### src/rtl/decode_stage_if.sv
// Fetch/register-file/execute-facing signal bundle for the RV32I decode stage.
// slave = decode stage side, master = controller/fetch/regfile/execute side.
interface decode_stage_if;
  logic        enabled;
  logic        completed;
  logic [31:0] pc;
  logic [31:0] instr_raw;
  logic [4:0]  rs1_addr;
  logic [4:0]  rs2_addr;
  logic [31:0] rs1_rdata;
  logic [31:0] rs2_rdata;
  logic [31:0] pc_out;
  logic [31:0] instr_out;
  logic [4:0]  rd;
  logic [2:0]  funct3;
  logic        funct7_5;
  logic [31:0] rs1_val;
  logic [31:0] rs2_val;
  logic [31:0] imm;
  logic [3:0]  iclass;
  logic        illegal;

  modport slave (
    input  enabled, pc, instr_raw, rs1_rdata, rs2_rdata,
    output completed, rs1_addr, rs2_addr, pc_out, instr_out, rd, funct3,
           funct7_5, rs1_val, rs2_val, imm, iclass, illegal
  );

  modport master (
    output enabled, pc, instr_raw, rs1_rdata, rs2_rdata,
    input  completed, rs1_addr, rs2_addr, pc_out, instr_out, rd, funct3,
           funct7_5, rs1_val, rs2_val, imm, iclass, illegal
  );
endinterface

### src/rtl/decode_stage.sv
// RV32I decode stage: IDLE -> READ -> DONE, registered decode results, one-cycle completed pulse.
// Optional macro RV32M_EN: OP with funct7=0x01 decodes as MULDIV (class 11) instead of illegal.
module decode_stage #(
    parameter int XLEN = 32
) (
    input logic          clk,
    input logic          rstn,
    decode_stage_if.slave bus
);
    typedef enum logic [1:0] {IDLE, READ, DONE} state_e;

    localparam logic [3:0] C_LUI = 4'd0, C_AUIPC = 4'd1, C_JAL = 4'd2, C_JALR = 4'd3,
                           C_BRANCH = 4'd4, C_LOAD = 4'd5, C_STORE = 4'd6, C_OPIMM = 4'd7,
                           C_OP = 4'd8, C_MISCMEM = 4'd9, C_SYSTEM = 4'd10, C_MULDIV = 4'd11,
                           C_ILL = 4'd15;

    state_e state_q;

    logic [XLEN-1:0] ins;
    logic [6:0]      opc, f7;
    logic [2:0]      f3;
    logic [XLEN-1:0] imm_d;
    logic [3:0]      cls_d;
    logic            bad;

    assign ins = bus.instr_out;
    assign opc = ins[6:0];
    assign f3  = ins[14:12];
    assign f7  = ins[31:25];

    // Decode always works on the latched instruction so it is stable during READ.
    always_comb begin
        imm_d = '0;
        cls_d = C_ILL;
        bad   = 1'b0;
        case (opc)
            7'b0110111: begin cls_d = C_LUI;   imm_d = {ins[31:12], 12'b0}; end
            7'b0010111: begin cls_d = C_AUIPC; imm_d = {ins[31:12], 12'b0}; end
            7'b1101111: begin
                cls_d = C_JAL;
                imm_d = {{12{ins[31]}}, ins[19:12], ins[20], ins[30:21], 1'b0};
            end
            7'b1100111: begin
                cls_d = C_JALR;
                imm_d = {{20{ins[31]}}, ins[31:20]};
                bad   = (f3 != 3'd0);
            end
            7'b1100011: begin
                cls_d = C_BRANCH;
                imm_d = {{20{ins[31]}}, ins[7], ins[30:25], ins[11:8], 1'b0};
                bad   = (f3 == 3'd2) || (f3 == 3'd3);
            end
            7'b0000011: begin
                cls_d = C_LOAD;
                imm_d = {{20{ins[31]}}, ins[31:20]};
                bad   = (f3 == 3'd3) || (f3 == 3'd6) || (f3 == 3'd7);
            end
            7'b0100011: begin
                cls_d = C_STORE;
                imm_d = {{20{ins[31]}}, ins[31:25], ins[11:7]};
                bad   = (f3 > 3'd2);
            end
            7'b0010011: begin
                cls_d = C_OPIMM;
                imm_d = {{20{ins[31]}}, ins[31:20]};
                if (f3 == 3'd1)      bad = (f7 != 7'h00);
                else if (f3 == 3'd5) bad = (f7 != 7'h00) && (f7 != 7'h20);
            end
            7'b0110011: begin
                cls_d = C_OP;
                if (f7 == 7'h20)      bad = (f3 != 3'd0) && (f3 != 3'd5);
                else if (f7 == 7'h01) begin
`ifdef RV32M_EN
                    cls_d = C_MULDIV;
`else
                    bad   = 1'b1;
`endif
                end
                else if (f7 != 7'h00) bad = 1'b1;
            end
            7'b0001111: cls_d = C_MISCMEM;
            7'b1110011: begin cls_d = C_SYSTEM; imm_d = {{20{ins[31]}}, ins[31:20]}; end
            default:    cls_d = C_ILL;
        endcase
        if (bad) cls_d = C_ILL;
    end

    always_ff @(posedge clk or negedge rstn) begin
        if (!rstn) begin
            state_q       <= IDLE;
            bus.completed <= 1'b0;
            bus.rs1_addr  <= '0;
            bus.rs2_addr  <= '0;
            bus.pc_out    <= '0;
            bus.instr_out <= '0;
            bus.rd        <= '0;
            bus.funct3    <= '0;
            bus.funct7_5  <= 1'b0;
            bus.rs1_val   <= '0;
            bus.rs2_val   <= '0;
            bus.imm       <= '0;
            bus.iclass    <= '0;
            bus.illegal   <= 1'b0;
        end else begin
            case (state_q)
                IDLE: begin
                    bus.completed <= 1'b0;
                    if (bus.enabled) begin
                        bus.instr_out <= bus.instr_raw;
                        bus.pc_out    <= bus.pc;
                        bus.rs1_addr  <= bus.instr_raw[19:15];
                        bus.rs2_addr  <= bus.instr_raw[24:20];
                        state_q       <= READ;
                    end
                end
                READ: begin
                    // x0 reads as zero whatever the register file returns.
                    bus.rs1_val   <= (bus.rs1_addr == 5'd0) ? '0 : bus.rs1_rdata;
                    bus.rs2_val   <= (bus.rs2_addr == 5'd0) ? '0 : bus.rs2_rdata;
                    bus.rd        <= ins[11:7];
                    bus.funct3    <= f3;
                    bus.funct7_5  <= ins[30];
                    bus.imm       <= imm_d;
                    bus.iclass    <= cls_d;
                    bus.illegal   <= (cls_d == C_ILL);
                    bus.completed <= 1'b1;
                    state_q       <= DONE;
                end
                DONE: begin
                    bus.completed <= 1'b0;
                    state_q       <= IDLE;
                end
                default: begin
                    bus.completed <= 1'b0;
                    state_q       <= IDLE;
                end
            endcase
        end
    end
endmodule

### src/flat_wrapper.sv
// flat-port wrapper written by rule: the top's interface ports become plain ports
module decode_stage_flat 
#(
    parameter int XLEN = 32
)
  (clk, rstn, bus_enabled, bus_pc, bus_instr_raw, bus_rs1_rdata, bus_rs2_rdata, bus_completed, bus_rs1_addr, bus_rs2_addr, bus_pc_out, bus_instr_out, bus_rd, bus_funct3, bus_funct7_5, bus_rs1_val, bus_rs2_val, bus_imm, bus_iclass, bus_illegal);
  decode_stage_if bus_i ();
  input logic clk;
  input logic rstn;
  input wire logic [$bits(bus_i.enabled)-1:0] bus_enabled;
  input wire logic [$bits(bus_i.pc)-1:0] bus_pc;
  input wire logic [$bits(bus_i.instr_raw)-1:0] bus_instr_raw;
  input wire logic [$bits(bus_i.rs1_rdata)-1:0] bus_rs1_rdata;
  input wire logic [$bits(bus_i.rs2_rdata)-1:0] bus_rs2_rdata;
  output wire logic [$bits(bus_i.completed)-1:0] bus_completed;
  output wire logic [$bits(bus_i.rs1_addr)-1:0] bus_rs1_addr;
  output wire logic [$bits(bus_i.rs2_addr)-1:0] bus_rs2_addr;
  output wire logic [$bits(bus_i.pc_out)-1:0] bus_pc_out;
  output wire logic [$bits(bus_i.instr_out)-1:0] bus_instr_out;
  output wire logic [$bits(bus_i.rd)-1:0] bus_rd;
  output wire logic [$bits(bus_i.funct3)-1:0] bus_funct3;
  output wire logic [$bits(bus_i.funct7_5)-1:0] bus_funct7_5;
  output wire logic [$bits(bus_i.rs1_val)-1:0] bus_rs1_val;
  output wire logic [$bits(bus_i.rs2_val)-1:0] bus_rs2_val;
  output wire logic [$bits(bus_i.imm)-1:0] bus_imm;
  output wire logic [$bits(bus_i.iclass)-1:0] bus_iclass;
  output wire logic [$bits(bus_i.illegal)-1:0] bus_illegal;
  assign bus_i.enabled = bus_enabled;
  assign bus_i.pc = bus_pc;
  assign bus_i.instr_raw = bus_instr_raw;
  assign bus_i.rs1_rdata = bus_rs1_rdata;
  assign bus_i.rs2_rdata = bus_rs2_rdata;
  assign bus_completed = bus_i.completed;
  assign bus_rs1_addr = bus_i.rs1_addr;
  assign bus_rs2_addr = bus_i.rs2_addr;
  assign bus_pc_out = bus_i.pc_out;
  assign bus_instr_out = bus_i.instr_out;
  assign bus_rd = bus_i.rd;
  assign bus_funct3 = bus_i.funct3;
  assign bus_funct7_5 = bus_i.funct7_5;
  assign bus_rs1_val = bus_i.rs1_val;
  assign bus_rs2_val = bus_i.rs2_val;
  assign bus_imm = bus_i.imm;
  assign bus_iclass = bus_i.iclass;
  assign bus_illegal = bus_i.illegal;
  decode_stage #(.XLEN(XLEN)) u_core (.clk(clk), .rstn(rstn), .bus(bus_i));
endmodule
### config.mk
export PLATFORM = sky130hd
export DESIGN_NAME = decode_stage_flat
export DESIGN_NICKNAME = d
export VERILOG_FILES = /design/src/rtl/decode_stage_if.sv /design/src/rtl/decode_stage.sv /design/src/flat_wrapper.sv
export SDC_FILE = /design/constraint.sdc
export NUM_CORES = 1
export LEC_CHECK = 0
export ABC_AREA = 1
export BUFFER_PORTS_ARGS = -buffer_cell sky130_fd_sc_hd__clkbuf_2
export CAP_MARGIN = 15
export CELL_PAD_IN_SITES_DETAIL_PLACEMENT = 1
export CELL_PAD_IN_SITES_GLOBAL_PLACEMENT = 2
export CORE_MARGIN = 2
export CORE_UTILIZATION = 24
export CTS_CLUSTER_DIAMETER = 40
export CTS_CLUSTER_SIZE = 24
export DETAILED_ROUTE_END_ITERATION = 8
export PLACE_DENSITY = 0.85
export SYNTH_ARGS = -nofsm -noshare
export SYNTH_HDL_FRONTEND = slang
export SYNTH_SLANG_ARGS = --single-unit
### constraint.sdc
create_clock -name clk -period 1.3 [get_ports clk]
set_input_delay 0 -clock clk [delete_from_list [all_inputs] [get_ports clk]]
set_output_delay 0 -clock clk [all_outputs]
set_load 0.02 [all_outputs]
After elaboration in Yosys (flattened, before gate mapping)
Index checks and enable logic that the tools add are counted.

cells by class
  $lt $le $gt $ge = 1
  equal/unequal tests = 24
  multiplexer cells = 14
  reductions and logical operators = 13

operators with widths
  cell                                                                   number
  32-bit one-hot mux with 5 select lines                                 1
  32-bit 2-to-1 mux                                                      2
  4-bit one-hot mux with 11 select lines                                 1
  7-bit by 6-bit == test with 1-bit output (second input constant)       4
  7-bit == test (second input constant)                                  4
  7-bit by 5-bit == test with 1-bit output (second input constant)       2
  5-bit logical NOT                                                      2
  3-bit == test (second input constant)                                  3
  7-bit by 1-bit == test with 1-bit output (second input constant)       1
  7-bit by 2-bit == test with 1-bit output (second input constant)       1
  7-bit by 4-bit == test with 1-bit output (second input constant)       1
  7-bit by 6-bit != test with 1-bit output (second input constant)       1
  7-bit nonzero test                                                     1
  3-bit by 2-bit == test with 1-bit output (second input constant)       2
  1-bit 2-to-1 mux                                                       6
  1-bit one-hot mux with 6 select lines                                  1
  4-bit == test (second input constant)                                  1
  4-bit 2-to-1 mux                                                       1
  2-bit one-hot mux with 2 select lines                                  1
  4-bit OR reduction                                                     1
  3-bit by 1-bit == test with 1-bit output (second input constant)       1
  3-bit by 2-bit > comparator with 1-bit output (second input constant)  1
  1-bit logical OR                                                       3
  3-bit != test (second input constant)                                  1
  other kinds (8)                                                        9

word-level totals
  bits in registers = 187
  logic and storage cells = 66

Logic depth before layout (Yosys ltp)
  depth in word-level cells = 7
  mapped depth = 12
  mapped depth without buffers = 12

Least setup slack after synthesis
OpenSTA, ideal clock, no wires.

  path type = reg-to-reg
  from = register u_core.bus.instr_out[4]
  to = register u_core.bus.imm[11] (netlist name)
  library setup time = 116 ps
  arrival time = 1471 ps
  setup slack = -287 ps
  stages on the path, launching flop included = 13
  path buffers = 1
  clock period less this slack = 1587 ps
  path through = dfrtp_1 inv_1 nand2_2 nor2_8 nand2_2 nand2_2 nor2_4 nand2_2 nand2_2 buf_6 o211ai_2 nand2_1 nand2_1

between the ends
  cells in the longest elaborated chain, start to end = 3

ends and longest elaborated chain
  item                                                                       RTL line               text
  from (decl)                                                                decode_stage_if.sv:25  output completed, rs1_addr, rs2_addr, pc_out, instr_out, rd, funct3,
  from (signal assigned)                                                     decode_stage.sv:109    bus.instr_out <= bus.instr_raw;
  7-bit == test, or another cell as far along                                decode_stage.sv:36     case (opc)
  4-bit OR reduction (no source line) or 2-bit OR reduction (tied branches)  --
  32-bit one-hot mux with 5 select lines *                                   decode_stage.sv:36
  to (signal assigned)                                                       decode_stage.sv:123    bus.imm <= imm_d;
  to (decl)                                                                  decode_stage_if.sv:26  funct7_5, rs1_val, rs2_val, imm, iclass, illegal

Mark *: on every way between the ends. The rest lies on a longest branch, timed or not.
A chain may end at the register's enable or synchronous reset.

Worst setup path after layout
  from = register u_core.bus.instr_out[2]
  to = register u_core.bus.imm[28] (netlist name)

The elaborated chain is that of the path after synthesis.

==> metrics <==
outcome=complete, but fails checks; failing checks=negative setup slack; GRT Overall Usage=20.20%; CTS Sinks=177; drt wl/cell=approximately 20 um; DRC Markers=0; Synth Area in Simple Gates=31.47%; clock buffer depth=2; Final Util=45.41%; GRT overflow=0; Final Net Count=between 1,500 and 2,000; Tightest Pin Transition=384.3 ps; final worst slack=-278.9 ps; Max Clock Skew=9.781 ps; XOR/XNOR Fraction of Synth Area=0%; final setup fails=91; main combinational cell family by area after synthesis=simple AND/OR/NAND/NOR gates; H-tree Lvls=4; Crit path required time=1690 ps; Pleak=approximately 7.4 nW; proportion of layout cells with a drive suffix above 1=48.00%; worst-path maximum fanout=12; drt via density=4.572; final hold vios=0; Slew Viols, Final=0; first-pass GRT wire length=around 52,000 um; footprint of the multi-input gates=about 0.0036 mm2; Peak VDD IR=0.0008646 V; Skew-Pair Late Insertion Delay=440 ps; min Tclk post-route=about 1600 ps; die area=between 0.03 and 0.04 mm2; Sequential cell area=0.004441 mm2; Starting DRT DRC Count=361; mux contribution to synthesized area=0%; First-pass DRT Iterations=4; area grow syn2layout=84.92%; Critical Path AT=1960 ps; commonest non-fill, non-tap cell in the layout=nand2_1; commonest cells after routing, fill and taps aside=nand2_1 (365), clkbuf_2 (314), dfrtp_1 (168); CTS Buf Count=17; clk slew on worst S/H paths=approximately 70 ps; Clock Root Buffer=clkbuf_16; Post-Synth Adder-Cell Area=0%; vias in the first global route=9,124; Row Count=64; max_slew headroom=74.38%; DR vias=approximately 8,500; cells after synthesis=~900; Synth Register Bits=177; Syn Std Cell Area=0.007551 mm2; initial antenna violation count=3; Max Cap Viol=0; synth unique cells=30; CTS tree=built; post-synthesis sequential area ratio=slightly below 60%; critical path type=reg -> reg; core footprint=0.03075 mm2; DRT antenna net count=0; CP Capture Type=register; placer congestion estimate=0.7812; setup TNS=-10,740 ps; hpwl dp=22,600 um; largest net degree at the start of global routing=47; Syn Nets=1,027; die width=181.4 um; mean post-synth cell area=approximately 8.4 um2; Cell Pwr Density=1676 mW/mm2; Die Ht=181.4 um; fmax=633.4 MHz; Critical Path Source Type=register; Buffers on Ports=approximately 320; unrepaired setup endpoints after global routing=yes; synth warn=0; # IOs=316; Initial Util=24.56%; Final period util=121.5%; Hold WC Path Type=in -> async; Layout fillers=between 3,000 and 4,000; Compound-Gate Fraction of Synth Area=4.540%; Post-Route WL=between 30,000 and 40,000 um
-- report_power, final --
group          total (W)  internal (W)  leakage, nW  switching, W
sequential       0.00806       0.00695         2.23       0.00111
combinational    0.00989       0.00379         4.89       0.00609
clock            0.00545       0.00308        0.294       0.00237
total             0.0234        0.0138         7.41       0.00958
-- kinds of logic after synthesis --
group,after synthesis
AND/OR/NAND/NOR,578
AO/OA/AOI/OAI,54
flip-flops,177
buffers and inverters,87
-- cell usage after synthesis --
library cell    n  share of area, %
o211ai_2        8               1.3
o22ai_1         1             0.083
nor2_4          2              0.30
nand3_2         2              0.27
a31oi_1         2              0.17
nand2_1       438                22
nand2_4         1              0.15
nor2_1         26               1.3
nor2_2          3              0.25
nor2_8          1              0.27
nor3_1          2              0.13
nand3b_1        1             0.099
clkbuf_8        1              0.18
o21ai_0        33               2.2
a21oi_1         4              0.27
clkbuf_1       35               1.7
buf_6           2              0.30
buf_1           4              0.20
o211ai_1        1             0.099
inv_1          25               1.2
o21ai_1         3              0.20
o21ai_2         1              0.12
nand2_2        10              0.83
a22oi_1         1             0.099
buf_2           2              0.13
nand3_1        91               6.0
inv_2           5              0.25
buf_4          13               1.3
and2_1          1             0.083
dfrtp_1       177                59
-- metrics by stage --
| step | std cells | setup slack, ps | area, um2 | hold WS [ps] | power [W] |
|---|---|---|---|---|---|
| 2_1_floorplan | 896 | -204.2 | 7614 | -295.6 | 0.01195 |
| 3_3_place_gp | 1646 | -300.7 | 10380 | -35.88 | 0.01558 |
| 3_5_place_dp | 1646 | -336.6 | 10380 | -40.26 | 0.01575 |
| 4_1_cts | 1819 | -296.5 | 12550 | 37.39 | 0.02181 |
| 5_1_grt | 1849 | -437.4 | 13960 | 61.95 | 0.02464 |
| 6_report | 1849 | -278.9 | 13960 | 54.48 | 0.02340 |
-- flip-flops by register name, indices dropped and copies added (netlist names), 2 cells and up --
signal,cells
u_core.bus.pc_out,32
u_core.bus.rs1_val,32
u_core.bus.iclass,4
u_core.bus.rd,5
u_core.bus.imm,32
u_core.bus.rs2_val,32
u_core.state_q,2
u_core.bus.instr_out,32
u_core.bus.funct3,3
-- per-layer routing --
layer / vias to the layer above / part of all wire, % / wire length [um] / global-route usage [%]
li1: 3895 / - / - / -
met1: 4104 / 39 / 14660 / 23.02
met2: 380 / 49 / 18460 / 35.25
met3: 75 / 8.5 / 3196 / 6.939
met4: 0 / 3.3 / 1235 / 6.959
met5: - / 0 / 0 / 0
-- worst max-delay path: stages (launching register included) --
cell and delay (ps):
dfrtp_2 430, inv_2 90, nand2_2 70, nor2_4 160
nand3_2 130, nand2_2 120, nor2_4 50, nand2_2 80
nand2_4 60, buf_12 150, nand3_1 70, nand2_1 60
nand2_1 60
-- final cells by class --
class	count	area share, %
timing repair buffer	577	33.15
inverter	30	1.138
multi-input combinational	632	25.87
sequential	177	31.80
clock buffer	19	3.172
timing repair inverter	2	0.1254
tap	396	3.548
antenna	3	0.05376
clock inverter	13	1.147
-- final timing paths --
path	start	to	slack, ps	depth (start not counted)
worst max-delay path	u_core.bus.instr_out[2]$_DFFE_PN0P_	u_core.bus.imm[28]$_DFFE_PN0P_	-280	12
worst min-delay path	rstn	u_core.bus.pc_out[0]$_DFFE_PN0P_	50	2
worst max register to register	u_core.bus.instr_out[2]$_DFFE_PN0P_	u_core.bus.imm[28]$_DFFE_PN0P_	-280	12
worst min register to register	u_core.bus.rd[3]$_DFFE_PN0P_	u_core.bus.rd[3]$_DFFE_PN0P_	480	2
max in group asynchronous	rstn	u_core.bus.rs1_val[15]$_DFFE_PN0P_	680	3
min in group clk	bus_pc[18]	u_core.bus.pc_out[18]$_DFFE_PN0P_	290	4
-- timing repair --
action / in CTS / in global routing
pin swaps: 10 / 85
hold buffers: 130 / 0
resized for setup: 35 / 236
buffers inserted: 9 / 3
setup endpoints to repair: 80 / 147
endpoints found under the hold margin: 306 / 0
cloned: 2 / 24
No activity file was read; power rests on OpenSTA's default activity.
